**src/rtl/stream_mux_pkg.sv**
```systemverilog
// Shared encodings and the round-robin pick helper for the stream mux.
// The packet-lock option is enabled by defining STREAM_MUX_PKT_LOCK_EN.
package stream_mux_pkg;

  localparam logic MODE_FIXED = 1'b0;
  localparam logic MODE_RR    = 1'b1;

  // Upper bound on channel count supported by rr_pick.
  localparam int MAX_CH = 64;

  function automatic logic [MAX_CH-1:0] rr_pick(
    input logic [MAX_CH-1:0] req,
    input logic [5:0]        ptr,
    input int                n
  );
    logic [MAX_CH-1:0] g;
    logic              found;
    logic [6:0]        idx;
    g     = '0;
    found = 1'b0;
    for (int i = 0; i < MAX_CH; i++) begin
      if (i < n && !found) begin
        idx = {1'b0, ptr} + 7'(i);
        if (idx >= 7'(n)) idx = idx - 7'(n);
        if (req[idx[5:0]]) begin
          g[idx[5:0]] = 1'b1;
          found       = 1'b1;
        end
      end
    end
    return g;
  endfunction

endpackage

```
**src/rtl/stream_mux_rr_arb.sv**
```systemverilog
// Grant generation: fixed select or round-robin, plus rr pointer and optional packet lock
// (STREAM_MUX_PKT_LOCK_EN). Grant is combinational; state updates on accepted beats only.
module stream_mux_rr_arb
  import stream_mux_pkg::*;
#(
  parameter int N_CH  = 8,
  parameter int SEL_W = $clog2(N_CH)
) (
  input  logic             clk,
  input  logic             rst_n,
  input  logic             mode,
  input  logic [SEL_W-1:0] sel,
  input  logic [N_CH-1:0]  in_valid,
  input  logic [N_CH-1:0]  in_last,
  input  logic             load,
  output logic [N_CH-1:0]  grant,
  output logic [SEL_W-1:0] grant_idx
);

  logic [SEL_W-1:0] rr_ptr;
  logic [SEL_W-1:0] next_ptr;
  logic [N_CH-1:0]  fix_grant;
  logic [N_CH-1:0]  rr_grant;
  logic [N_CH-1:0]  base_grant;
  logic             xfer;
  logic             xfer_last;

  always_comb begin
    fix_grant = '0;
    if (32'(sel) < N_CH) fix_grant[sel] = 1'b1;
  end

  assign rr_grant   = N_CH'(rr_pick(MAX_CH'(in_valid), 6'(rr_ptr), N_CH));
  assign base_grant = (mode == MODE_RR) ? rr_grant : fix_grant;

`ifdef STREAM_MUX_PKT_LOCK_EN
  logic             lock;
  logic [SEL_W-1:0] lock_ch;

  // While a packet is open the grant is pinned regardless of mode, sel or valid.
  always_comb begin
    grant = base_grant;
    if (lock) begin
      grant          = '0;
      grant[lock_ch] = 1'b1;
    end
  end
`else
  logic unused_last;
  assign unused_last = ^in_last;
  assign grant       = base_grant;
`endif

  always_comb begin
    grant_idx = '0;
    for (int i = 0; i < N_CH; i++) begin
      if (grant[i]) grant_idx = SEL_W'(i);
    end
  end

  assign xfer      = load & (|(in_valid & grant));
  assign xfer_last = |(in_last & grant);
  assign next_ptr  = (32'(grant_idx) == N_CH - 1) ? '0 : grant_idx + SEL_W'(1);

  always_ff @(posedge clk or negedge rst_n) begin
    if (!rst_n) begin
      rr_ptr <= '0;
    end else begin
`ifdef STREAM_MUX_PKT_LOCK_EN
      if (xfer && mode == MODE_RR && xfer_last) rr_ptr <= next_ptr;
`else
      if (xfer && mode == MODE_RR) rr_ptr <= next_ptr;
`endif
    end
  end

`ifdef STREAM_MUX_PKT_LOCK_EN
  always_ff @(posedge clk or negedge rst_n) begin
    if (!rst_n) begin
      lock    <= 1'b0;
      lock_ch <= '0;
    end else if (xfer) begin
      lock    <= !xfer_last;
      lock_ch <= grant_idx;
    end
  end
`endif

endmodule

```
**src/rtl/stream_mux_rr.sv**
```systemverilog
// N-channel valid/ready stream mux, fixed or round-robin select; optional STREAM_MUX_PKT_LOCK_EN.
// Latency 1 clk through one output register; in_ready drops while a beat is held and out_ready=0.
module stream_mux_rr
  import stream_mux_pkg::*;
#(
  parameter int N_CH   = 8,
  parameter int DATA_W = 11,
  localparam int SEL_W = $clog2(N_CH)
) (
  input  logic                   clk,
  input  logic                   rst_n,
  input  logic                   mode,
  input  logic [SEL_W-1:0]       sel,
  input  logic [N_CH-1:0]        in_valid,
  output logic [N_CH-1:0]        in_ready,
  input  logic [N_CH*DATA_W-1:0] in_data,
  input  logic [N_CH-1:0]        in_last,
  output logic                   out_valid,
  input  logic                   out_ready,
  output logic [DATA_W-1:0]      out_data,
  output logic [SEL_W-1:0]       out_ch,
  output logic                   out_last
);

  logic [N_CH-1:0]   grant;
  logic [SEL_W-1:0]  grant_idx;
  logic              load;
  logic              xfer;
  logic [DATA_W-1:0] cur_data;
  logic              cur_last;

  assign load = !out_valid | out_ready;

  stream_mux_rr_arb #(
    .N_CH  (N_CH),
    .SEL_W (SEL_W)
  ) u_arb (
    .clk       (clk),
    .rst_n     (rst_n),
    .mode      (mode),
    .sel       (sel),
    .in_valid  (in_valid),
    .in_last   (in_last),
    .load      (load),
    .grant     (grant),
    .grant_idx (grant_idx)
  );

  // Hold ready low while reset is asserted so producers never see a phantom accept.
  assign in_ready = rst_n ? ({N_CH{load}} & grant) : '0;
  assign xfer     = |(in_valid & in_ready);
  assign cur_data = in_data[grant_idx*DATA_W +: DATA_W];
  assign cur_last = in_last[grant_idx];

  always_ff @(posedge clk or negedge rst_n) begin
    if (!rst_n) begin
      out_valid <= 1'b0;
      out_data  <= '0;
      out_ch    <= '0;
      out_last  <= 1'b0;
    end else if (xfer) begin
      out_valid <= 1'b1;
      out_data  <= cur_data;
      out_ch    <= grant_idx;
      out_last  <= cur_last;
    end else if (out_ready) begin
      out_valid <= 1'b0;
    end
  end

endmodule

```
**config.mk**
```make
export PLATFORM = sky130hd
export DESIGN_NAME = stream_mux_rr
export DESIGN_NICKNAME = d
export VERILOG_FILES = /design/src/rtl/stream_mux_pkg.sv /design/src/rtl/stream_mux_rr_arb.sv /design/src/rtl/stream_mux_rr.sv
export SDC_FILE = /design/constraint.sdc
export NUM_CORES = 1
export LEC_CHECK = 0
export ABC_CLOCK_PERIOD_IN_PS = 11200
export CELL_PAD_IN_SITES_DETAIL_PLACEMENT = 1
export CELL_PAD_IN_SITES_GLOBAL_PLACEMENT = 1
export CORE_ASPECT_RATIO = 0.5
export CORE_MARGIN = 2
export CORE_UTILIZATION = 28
export CTS_BUF_LIST = sky130_fd_sc_hd__clkbuf_4 sky130_fd_sc_hd__clkbuf_8
export DETAILED_ROUTE_END_ITERATION = 16
export HOLD_SLACK_MARGIN = 0.08
export PLACE_DENSITY = 0.8
export SYNTH_ARGS = -nofsm -noshare
export SYNTH_HDL_FRONTEND = slang
export SYNTH_SLANG_ARGS = --single-unit
```
**constraint.sdc**
```tcl
create_clock -name clk -period 11.2 [get_ports clk]
set_input_delay 2.8 -clock clk [delete_from_list [all_inputs] [get_ports clk]]
set_output_delay 2.8 -clock clk [all_outputs]
set_load 0.02 [all_outputs]
```
==> flow_metrics.py <==
metrics = {
    "detailed_routing": {
        "drt_iter0_drc": 386,
        "postRouteAntennaNets": 0,
        "wl_met1_mm": 6.77,
        "drt-total-wl_mm": 15.8,
        "vias": 4275,
        "dr_wl_met2_mm": 7.71,
        "met3_length_um": 998,
        "dr.pass1.iters": 4,
        "dr.max_layer_used": "met4",
        "post_drt_wl_per_cell_um": 22.1,
        "drc": 0,
        "via_per_inst": 5.98,
    },
    "sta": {
        "clock_skew_ns": 0.000927,
        "min_period_ns": 9.39,
        "tightest_slew_ns": 0.995,
        "relSlewSlack": 0.335,
        "max_freq_mhz": 107,
        "min_period_over_period": 0.838,
        "setup_slack_ns": 1.81,
        "grt_setup_unrepaired": "false",
        "finalSetupViolations": 0,
        "finalHoldViolations": 0,
        "drv_slew": 0,
        "fin_setup_tns_ns": 0,
    },
    "critical_path": {
        "crit_buf_inv": 3,
        "ff2ff_path_depth": 16,
        "slowest_stage": "clkdlybuf4s50_1",
        "crit_chain": "clkdlybuf4s50_1 > mux4_2 > mux2i_2 > nand2_1 > nor4_1 > a221o_1 > o22ai_2 > buf_4 > nor2_1 > clkdlybuf4s50_1",
        "cp-start-kind": "input port",
        "cp.depth": 10,
        "crit_fanout": 46,
        "crit_family": "buffers and inverters",
        "max_stage_delay_ns": 0.63,
        "cp-end-kind": "output pin",
        "crit_type": "in2out",
        "cp.arrival_ns": 6.59,
        "worstPathRequired_ns": 8.40,
        "cp_common_cell": "clkdlybuf4s50_1",
    },
    "clock_network": {
        "cts_num_sinks": 19,
        "cts_buffers": 3,
        "cts_post_setup_buffers_inserted": 0,
        "worstSkewPairLatency_ns": 0.26,
        "cts_root_buffer": "clkbuf_8",
        "cts_hold_buf": 0,
        "htreeDepth": 1,
        "cts_buffer_depth": 2,
        "cts_tree": "done",
        "cts_resized": 0,
        "clk_pin_slew_ns": 0.08,
    },
    "placement": {
        "dp_slack_ns": 1.90,
        "numPortBuffers": 134,
        "dpl_cell_area_sq_um": 5080,
        "dp_cells": 711,
        "place_congestion": 0.898,
        "hpwl_mm": 12.1,
    },
    "logic_synthesis": {
        "async_reset_ff_frac": 1.00,
        "synth_seq_cells": 19,
        "synth_area_sq_um": 3750,
        "synth.most_common_cell": "and3_1",
        "synth-seq-area-share": 0.127,
        "yosys.area.top_type": "dfrtp_1",
        "ys_types": 76,
        "synth_edf_count": 0,
        "synth_cells": 451,
        "synth_commonest_cells": "and3_1, clkbuf_1, nand2_1, or3_1, dfrtp_1",
        "syn-mean-instance-area_sq_um": 8.32,
        "synth_top_cell_area_share": 0.127,
        "syn-num-nets": 574,
        "ys_warn_count": 0,
        "synth_ff_type": "dfrtp_1",
        "synthTopCellsByArea": "dfrtp_1, mux4_2, and3_1",
    },
    "floorplan": {
        "start_util": 0.291,
        "dieHeight_um": 85.9,
        "fp.dieW_um": 168,
        "ios": 135,
        "placementRows": 29,
        "core_area_sq_um": 12900,
        "dieArea_sq_um": 14400,
    },
    "final_layout": {
        "stdcell_count": 715,
        "diodes": 0,
        "synthToLayoutAreaGrowth_pct": 36.8,
        "finalInstanceArea_sq_um": 5130,
        "finish.net_count": 669,
        "drive_above_1_share": 0.117,
        "nFillCells": 1491,
    },
    "worst_hold_path": {
        "hold_class": "reg2reg",
        "min_path_cells": 1,
    },
    "global_route": {
        "grt_pass1_vias": 4449,
        "gr-total-overflow": 0,
        "grt_pass1_wl_mm": 24.9,
        "antenna_found_initial": 0,
        "grt_max_degree": 49,
        "grt.total_usage": 0.218,
    },
    "run_status": {
        "status": "finished clean",
    },
    "job": {
        "drv_cap": 0,
    },
    "power_and_ir_drop": {
        "ir_worst_vdd_v": 0.0000819,
        "pwr_density_cell_nw_per_um2": 255,
        "p_leak_nw": 1.84,
    },
}
-- sequential cells by signal (all words and copies together), names as in the netlist --
register and cells:
out_data 11, out_valid 1, u_arb.rr_ptr 3, out_ch 3, out_last 1
-- layout make-up --
| cell class | count | area, sq um | area share |
|---|---|---|---|
| multi-input combinational | 372 | 2980 | 0.581 |
| timing repair buffer | 137 | 1360 | 0.266 |
| sequential | 19 | 475 | 0.0926 |
| tap | 170 | 213 | 0.0414 |
| inverter | 13 | 48.8 | 0.00951 |
| clock buffer | 3 | 41.3 | 0.00804 |
| clock inverter | 1 | 7.51 | 0.00146 |
-- metal layers --
metal	up-vias	track usage
met4	0	0.0593
met3	22	0.0286
li1	1973	-
met2	172	0.385
met1	2108	0.284
met5	-	0
-- worst reg2reg max path: stages, from the launching register on --
cell and delay, ns:
dfrtp_1 0.88, inv_2 0.33, ha_1 0.71, mux4_2 0.59, mux2i_2 0.62, mux2_2 0.42, o221a_1 0.24, a31o_1 0.29
o211a_2 0.18, o21ai_2 0.11, buf_4 0.40, nand2_2 0.33, a21o_1 0.28, ha_1 0.18, ha_1 0.18, a211o_1 0.28
mux2i_1 0.12
-- path summary, 6_finish.rpt --
| path | start | to | slack [ns] |
|---|---|---|---|
| worst max-delay path | in_valid[4] | in_ready[5] | 1.81 |
| worst min-delay path | out_ch[0]$_DFFE_PN0P_ | out_ch[0]$_DFFE_PN0P_ | 0.52 |
| worst max register to register | u_arb.rr_ptr[0]$_DFFE_PN0P_ | u_arb.rr_ptr[0]$_DFFE_PN0P_ | 4.99 |
| worst min register to register | out_ch[0]$_DFFE_PN0P_ | out_ch[0]$_DFFE_PN0P_ | 0.52 |
| max in group asynchronous | rst_n | out_ch[2]$_DFFE_PN0P_ | 8.06 |
| min in group asynchronous | rst_n | out_data[8]$_DFFE_PN0P_ | 2.91 |
-- metrics by stage --
step / total power, mW / util / hold slack, ns
global route: 1.40 / 0.399 / 0.555
detailed placement: 1.24 / 0.395 / 0.499
finish: 1.31 / 0.399 / 0.517
CTS: 1.30 / 0.399 / 0.518
floorplan: 0.934 / - / 0.608
global placement: 1.23 / 0.395 / 0.496
-- layout by cell type, fill, tap and decap left out, drive strengths merged, types with 3 or more instances in the layout --
cell type      count
clkdlybuf4s50    134
and3              33
nand2             26
or3               22
dfrtp             19
nand3             19
nand4             18
nor2              17
mux4              16
nand2b            16
mux2i             15
o311ai            14
o211ai            13
inv               13
nor3              12
a211oi            12
ha                12
o21ai             12
a21boi            12
o221a             12
a21oi             11
mux2              11
a21o               6
a32oi              6
nor2b              5
nor4               5
and2               4
clkbuf             3
buf                3
o22ai              3
-- logic make-up after synthesis --
| group | after synthesis | synth area share |
|---|---|---|
| AO/OA/AOI/OAI | 131 | 0.286 |
| XOR/XNOR | 2 | 0.00467 |
| adder cells (fa/ha/maj) | 12 | 0.0400 |
| buffers and inverters | 60 | 0.0800 |
| flip-flops | 19 | 0.127 |
| multiplexers | 42 | 0.173 |
| AND/OR/NAND/NOR | 185 | 0.289 |
-- power by group --
group          leakage [nW]  internal (mW)  total (mW)  switching, mW
Sequential            0.226          0.103       0.152         0.0490
Combinational          1.59          0.436        1.10          0.668
Clock                0.0217         0.0251      0.0521         0.0270
Total                  1.84          0.564        1.31          0.744
Note: power is estimated with default switching activity, not from simulation.
